===== src/rtl/rt_i2c_pkg.sv =====
// Shared definitions for the I2C transaction scheduler and the users of the
// rt_i2c_timing engine: scheduler state encoding and engine field widths.
package rt_i2c_pkg;

  // Engine field widths (byte count minus one, SCL divider)
  localparam int LEN_W = 16;
  localparam int DIV_W = 6;

  // Scheduler states
  typedef enum logic [2:0] {
    ST_IDLE   = 3'd0,
    ST_ARB    = 3'd1,
    ST_LAUNCH = 3'd2,
    ST_BUSY   = 3'd3,
    ST_ABORT  = 3'd4,
    ST_DONE   = 3'd5
  } rt_state_e;

  // A terminal state is the last cycle of a transaction; the grant drops on its exit edge
  function automatic logic isTerminal(input rt_state_e s);
    return (s == ST_DONE) || (s == ST_ABORT);
  endfunction

endpackage


===== src/rtl/rt_i2c_sched_arb.sv =====
// Combinational round-robin picker. The requester after lastId_i has the
// highest priority, wrapping around so lastId_i itself is considered last.
module rt_rr_arb #(
  parameter int N_REQ = 4,
  parameter int ID_W  = 2
) (
  input  logic [N_REQ-1:0] req_i,
  input  logic [ID_W-1:0]  lastId_i,
  output logic [N_REQ-1:0] gnt_o,
  output logic [ID_W-1:0]  id_o,
  output logic             valid_o
);

  // Two passes: first the indices above lastId_i, then wrap to the ones at or below it
  always_comb begin
    gnt_o   = '0;
    id_o    = '0;
    valid_o = 1'b0;
    for (int i = 0; i < N_REQ; i++) begin
      if (!valid_o && req_i[i] && (i > int'(lastId_i))) begin
        valid_o  = 1'b1;
        gnt_o[i] = 1'b1;
        id_o     = ID_W'(i);
      end
    end
    for (int i = 0; i < N_REQ; i++) begin
      if (!valid_o && req_i[i] && (i <= int'(lastId_i))) begin
        valid_o  = 1'b1;
        gnt_o[i] = 1'b1;
        id_o     = ID_W'(i);
      end
    end
  end

endmodule


===== src/rtl/rt_i2c_sched.sv =====
// Round-robin transaction scheduler sharing one rt_i2c_timing engine among
// N_REQ requesters. It latches the winner's length/divider, launches the
// engine, retries NAKed bytes and aborts on retry exhaustion or watchdog.
module rt_i2c_sched
  import rt_i2c_pkg::*;
#(
  parameter int N_REQ     = 4,
  parameter int RETRY_MAX = 3,
  parameter int TMO_W     = 20
) (
  input  logic                      rt_i_clk,
  input  logic                      rt_i_rst_n,
  input  logic [N_REQ-1:0]          rt_i_req,
  input  logic [N_REQ*LEN_W-1:0]    rt_i_req_len,
  input  logic [N_REQ*DIV_W-1:0]    rt_i_req_div,
  output logic [N_REQ-1:0]          rt_o_gnt,
  output logic                      rt_o_done,
  output logic                      rt_o_err,
  output logic [$clog2(N_REQ)-1:0]  rt_o_id,
  output logic                      rt_o_busy,
  output logic                      rt_o_tm_en,
  output logic [LEN_W-1:0]          rt_o_tm_len,
  output logic [DIV_W-1:0]          rt_o_tm_div,
  output logic                      rt_o_tm_nak,
  output logic                      rt_o_tm_rst,
  input  logic                      rt_i_tm_ack_latch,
  input  logic                      rt_i_sda,
  input  logic                      rt_i_tm_ready
);

  localparam int ID_W  = $clog2(N_REQ);
  localparam int RTR_W = (RETRY_MAX > 0) ? $clog2(RETRY_MAX + 1) : 1;
  localparam logic [RTR_W-1:0] RETRY_LIM = RTR_W'(RETRY_MAX);
  localparam logic [ID_W-1:0]  LAST_RST  = ID_W'(N_REQ - 1);

  rt_state_e         state_q, state_d;
  logic [N_REQ-1:0]  gnt_q, gnt_d;
  logic [ID_W-1:0]   id_q, id_d;
  logic [ID_W-1:0]   lastId_q, lastId_d;
  logic [LEN_W-1:0]  len_q, len_d;
  logic [DIV_W-1:0]  div_q, div_d;
  logic [RTR_W-1:0]  retryCnt_q, retryCnt_d;
  logic [TMO_W-1:0]  wdCnt_q, wdCnt_d;
  logic              busy_q, busy_d;
  logic              done_q, done_d;
  logic              err_q, err_d;
  logic              tmEn_q, tmEn_d;
  logic              tmNak_q, tmNak_d;
  logic              tmRst_q, tmRst_d;

  logic [N_REQ-1:0]  arbGnt;
  logic [ID_W-1:0]   arbId;
  logic              arbValid;

  logic              ackEv;
  logic              nakEv;
  logic [TMO_W-1:0]  wdNext;
  logic              wdExpire;
  logic              retryExhausted;

  rt_rr_arb #(
    .N_REQ (N_REQ),
    .ID_W  (ID_W)
  ) u_arb (
    .req_i    (rt_i_req),
    .lastId_i (lastId_q),
    .gnt_o    (arbGnt),
    .id_o     (arbId),
    .valid_o  (arbValid)
  );

  // Byte-level events from the engine; sda is only meaningful on the ack strobe.
  // The watchdog fires on the BUSY cycle that would bring the counter to all-ones,
  // so a stalled engine is aborted after 2^TMO_W-1 BUSY cycles.
  assign ackEv          = rt_i_tm_ack_latch & ~rt_i_sda;
  assign nakEv          = rt_i_tm_ack_latch &  rt_i_sda;
  assign wdNext         = wdCnt_q + TMO_W'(1);
  assign wdExpire       = ~rt_i_tm_ack_latch && (wdNext == '1);
  assign retryExhausted = nakEv && (retryCnt_q == RETRY_LIM);

  // Next-state and registered-output logic; pulses default low, everything else holds
  always_comb begin
    state_d    = state_q;
    gnt_d      = gnt_q;
    id_d       = id_q;
    lastId_d   = lastId_q;
    len_d      = len_q;
    div_d      = div_q;
    retryCnt_d = retryCnt_q;
    wdCnt_d    = wdCnt_q;
    busy_d     = busy_q;
    done_d     = 1'b0;
    err_d      = 1'b0;
    tmEn_d     = 1'b0;
    tmNak_d    = 1'b0;
    tmRst_d    = 1'b0;

    unique case (state_q)
      ST_IDLE: begin
        if (|rt_i_req) begin
          state_d = ST_ARB;
        end
      end

      ST_ARB: begin
        if (arbValid) begin
          state_d    = ST_LAUNCH;
          gnt_d      = arbGnt;
          id_d       = arbId;
          busy_d     = 1'b1;
          retryCnt_d = '0;
          wdCnt_d    = '0;
          for (int k = 0; k < N_REQ; k++) begin
            if (arbGnt[k]) begin
              len_d = rt_i_req_len[k*LEN_W +: LEN_W];
              div_d = rt_i_req_div[k*DIV_W +: DIV_W];
            end
          end
        end else begin
          state_d = ST_IDLE;
        end
      end

      ST_LAUNCH: begin
        tmEn_d  = 1'b1;
        state_d = ST_BUSY;
      end

      ST_BUSY: begin
        wdCnt_d = rt_i_tm_ack_latch ? '0 : wdNext;
        if (ackEv) begin
          retryCnt_d = '0;
        end
        if (rt_i_tm_ready) begin
          state_d  = ST_DONE;
          done_d   = 1'b1;
          lastId_d = id_q;
        end else if (retryExhausted || wdExpire) begin
          state_d  = ST_ABORT;
          err_d    = 1'b1;
          tmRst_d  = 1'b1;
          lastId_d = id_q;
        end else if (nakEv) begin
          retryCnt_d = retryCnt_q + RTR_W'(1);
          tmNak_d    = 1'b1;
        end
      end

      ST_DONE, ST_ABORT: begin
        state_d = ST_IDLE;
      end

      default: begin
        state_d = ST_IDLE;
      end
    endcase

    if (isTerminal(state_q)) begin
      gnt_d  = '0;
      busy_d = 1'b0;
    end
  end

  // State and output registers; reset clears everything without emitting done/err
  always_ff @(posedge rt_i_clk or negedge rt_i_rst_n) begin
    if (!rt_i_rst_n) begin
      state_q    <= ST_IDLE;
      gnt_q      <= '0;
      id_q       <= '0;
      lastId_q   <= LAST_RST;
      len_q      <= '0;
      div_q      <= '0;
      retryCnt_q <= '0;
      wdCnt_q    <= '0;
      busy_q     <= 1'b0;
      done_q     <= 1'b0;
      err_q      <= 1'b0;
      tmEn_q     <= 1'b0;
      tmNak_q    <= 1'b0;
      tmRst_q    <= 1'b0;
    end else begin
      state_q    <= state_d;
      gnt_q      <= gnt_d;
      id_q       <= id_d;
      lastId_q   <= lastId_d;
      len_q      <= len_d;
      div_q      <= div_d;
      retryCnt_q <= retryCnt_d;
      wdCnt_q    <= wdCnt_d;
      busy_q     <= busy_d;
      done_q     <= done_d;
      err_q      <= err_d;
      tmEn_q     <= tmEn_d;
      tmNak_q    <= tmNak_d;
      tmRst_q    <= tmRst_d;
    end
  end

  assign rt_o_gnt    = gnt_q;
  assign rt_o_done   = done_q;
  assign rt_o_err    = err_q;
  assign rt_o_id     = id_q;
  assign rt_o_busy   = busy_q;
  assign rt_o_tm_en  = tmEn_q;
  assign rt_o_tm_len = len_q;
  assign rt_o_tm_div = div_q;
  assign rt_o_tm_nak = tmNak_q;
  assign rt_o_tm_rst = tmRst_q;

endmodule


===== config.mk =====
export PLATFORM = sky130hd
export DESIGN_NAME = rt_i2c_sched
export DESIGN_NICKNAME = d
export VERILOG_FILES = /design/src/rtl/rt_i2c_pkg.sv /design/src/rtl/rt_i2c_sched_arb.sv /design/src/rtl/rt_i2c_sched.sv
export SDC_FILE = /design/constraint.sdc
export NUM_CORES = 1
export LEC_CHECK = 0
export ABC_CLOCK_PERIOD_IN_PS = 5600
export CAP_MARGIN = 10
export CORE_ASPECT_RATIO = 1.25
export CORE_MARGIN = 3
export CORE_UTILIZATION = 49
export CTS_BUF_LIST = sky130_fd_sc_hd__clkbuf_16
export CTS_CLUSTER_DIAMETER = 40
export DETAILED_ROUTE_END_ITERATION = 7
export HOLD_SLACK_MARGIN = 0.12
export PLACE_DENSITY = 0.86
export SLEW_MARGIN = 20
export SYNTH_ARGS = -nofsm -noshare
export SYNTH_HDL_FRONTEND = slang
export SYNTH_SLANG_ARGS = --single-unit

===== constraint.sdc =====
create_clock -name rt_i_clk -period 5.6 [get_ports rt_i_clk]
set_input_delay 1.12 -clock rt_i_clk [delete_from_list [all_inputs] [get_ports rt_i_clk]]
set_output_delay 1.12 -clock rt_i_clk [all_outputs]
set_load 0.02 [all_outputs]

==> impl_metrics.ini <==
[detailed_routing]
drc = 0
ant_nets = 0
num_vias = 3879
drt-initial-drc-count = 320
drt_pass1_iterations = 5
wire_per_inst_um = 18.31
vias_per_cell = 6.080
wl_um = 11680

[power_and_ir_drop]
powerDensity_mw_per_mm2 = 456.5
worst_ir_drop_vdd_uv = 271.6
p_leak_uw = 0.002317

[synth]
ys.flop_type = dfrtp_1
yosys.area.top_type = dfrtp_1
synth_top_family_by_area = compound AO/OA/AOI/OAI gates
syn_nets = 531
yosys.area.top_type_share_pct = 39.44
synth_adder_area_share_pct = 1.020
synth-simple-area-share_pct = 18.67
avgSynthCellArea_um2 = 8.538
synth_xor_area_share_pct = 0.9521
async_flop_share_pct = 100.0
ys_seq_elements = 60
synth_mux_area_share_pct = 6.800
synthDistinctLibCells = 56
syn_inst = 431
synth_area_leaders = dfrtp_1 39%, a21oi_1 7.6%, nor2_1 6.5%, mux2i_1 6.0%, o21ai_0 5.4%
synth_compound_area_share_pct = 26.69
synth_edf_count = 0
synth.cell_area_mm2 = 0.003680
ys_seq_area_share_pct = 40.87
ys_warn_count = 0

[clocking]
clock_latency_ns = 0.33
cts_setup_buffers = 0
htreeDepth = 3
cts_sinks = 60
clkTransAtPathRegs_ns = 0.06
cts_buffer_depth = 2
cts-resized-gates = 0
postCtsHoldBufs = 0
cts_buffers = 9
cts_tree = done
cts-root-buf = clkbuf_16

[final_layout]
diodes = 0
nets = 643
layout_commonest_cell = clkdlybuf4s50_1
final_cell_mix = 129 x clkdlybuf4s50_1, 62 x nor2_1, 58 x dfrtp_1, 56 x a21oi_1, 40 x o21ai_0
fin_cells = 638
drive_gt1_share_pct = 6.752
register_area_mm2 = 0.001504
areaGrowthSynthToFinish_pct = 44.30
multi_input_area_mm2 = 0.002019
fillCellCount = 526

[timing]
maxSlewHeadroom_pct = 38.24
fmax_ghz = 0.2967
finalSetupTns_ns = 0
skew_ns = 0.009598
worstMarginPinSlew_ns = 0.9230
rsz0062_at_grt = no
hold_viol = 0
fin_crit_sh_pct = 60.20
fin_crit_ns = 3.371
setup_viol = 0
maxSlewViolCount = 0

[setup_path]
path_delay_family = compound AO/OA/AOI/OAI gates
cp_slowest_cell = clkdlybuf4s50_1
path_max_fanout = 5
crit_chain = clkdlybuf4s50_1, nand2b_1, or4_1, a2111oi_2, o2111ai_1, o21a_2, a21oi_4, mux2_4
worst-path-buf-inv = 1
startpoint_type = input port
cp-end-kind = register
cp.arrival_ns = 3.63
critPathRequiredTime_ns = 5.86
critPathMaxStageDelay_ns = 0.50
critPathKind = in -> reg

[placed_design]
gp_congestion = 0.9413
port_buffers = 130
dp_cells = 622
dp_hpwl_um = 8373

[global_routing]
grt_max_degree = 61
grt_usage_pct = 27.58
antenna_found_initial = 0
grt.overflow.total = 0
grt_first_pass_wirelength_um = 18980
grt_pass1_vias = 3936

[floorplan]
rows = 34
fp.dieArea_mm2 = 0.008592
start_util_pct = 51.49
fp.dieH_um = 102.9
io_pins = 131
core_area_mm2 = 0.007147
die_w_um = 83.51

[flow_run]
maxCapViolCount = 0

[outcome]
status = complete, no violations

[worst_hold_path]
hold_path_class = reg -> reg
[routing by layer]
layer	vias up	wire, µm	part of all wire (%)	track usage, %
met5	-	0	0	0
met4	0	345	3.0	11.39
met3	34	1083	9.3	7.754
met2	200	5822	50	47.59
met1	1841	4428	38	32.81
li1	1804	-	-	-
[report_power, final]
| group | internal, µW | total [µW] | leakage (µW) | switching (µW) |
|---|---|---|---|---|
| clock | 383 | 579 | 0.000152 | 196 |
| combinational | 499 | 1160 | 0.00142 | 658 |
| sequential | 576 | 689 | 0.000745 | 113 |
| total | 1460 | 2420 | 0.00232 | 966 |
[synth_stat cells, types with 7 or more instances]
| library cell | count |
|---|---|
| inv_1 | 9 |
| o21ai_0 | 40 |
| nand2_1 | 25 |
| nor2_1 | 64 |
| nand3_1 | 17 |
| clkbuf_1 | 25 |
| mux2i_1 | 22 |
| a31oi_1 | 7 |
| dfrtp_1 | 58 |
| a211o_1 | 22 |
| a21oi_1 | 56 |
[flip-flops by register name, indices dropped and copies added (netlist names)]
name	count
rt_o_id	2
lastId_q	2
rt_o_busy	1
rt_o_gnt	4
rt_o_tm_rst	1
rt_o_tm_len	16
rt_o_tm_div	6
wdCnt_q	20
rt_o_tm_en	1
retryCnt_q	2
rt_o_tm_nak	1
state_q	3
rt_o_done	1
[final cells by class]
cell class | instances | share of cell area (%)
multi-input cells | 328 | 38.03
flip-flops and latches | 60 | 28.32
repair buffers | 135 | 25.12
clock buffers | 9 | 4.241
well taps | 90 | 2.121
clock inverters | 7 | 1.532
inverters | 9 | 0.6362
[per-stage QoR]
stage | cell area (µm²) | hold slack (ns) | setup WS [ns] | utilization, % | total power, µW
detailed placement | 5004 | 0.4695 | 1.920 | 70.01 | 1834
floorplan | 3680 | 0.4459 | 2.589 | - | 1360
CTS | 5310 | 0.4844 | 2.240 | 74.30 | 2426
global route | 5310 | 0.5210 | 2.061 | 74.30 | 2559
finish | 5310 | 0.4858 | 2.229 | 74.30 | 2424
global placement | 4996 | 0.4629 | 1.964 | 69.91 | 1791
[tightest hold or removal path, delay by kind of cell (launching register included)]
kind | cells | cell delay, ns
flip-flops | 1 | 0.34
AND/OR/NAND/NOR | 2 | 0.11
[cell families after synthesis]
group	count (synthesis)
xor+xnor	4
compound gates	154
mux	24
simple gates	143
fa+ha+maj	3
flops	60
buf+inv	43
[worst paths after layout]
kind	from	endpoint	slack, ns	cells after the start
min	wdCnt_q[19]	wdCnt_q[19]	0.49	2
max reg2reg	wdCnt_q[0]	lastId_q[0]	2.69	8
min in group asynchronous	rt_i_rst_n	wdCnt_q[13]	0.93	2
min reg2reg	wdCnt_q[19]	wdCnt_q[19]	0.49	2
max	rt_i_tm_ack_latch	lastId_q[0]	2.23	8
max in group asynchronous	rt_i_rst_n	rt_o_tm_len[15]	4.15	2
Power figures use the tool's default switching activity.
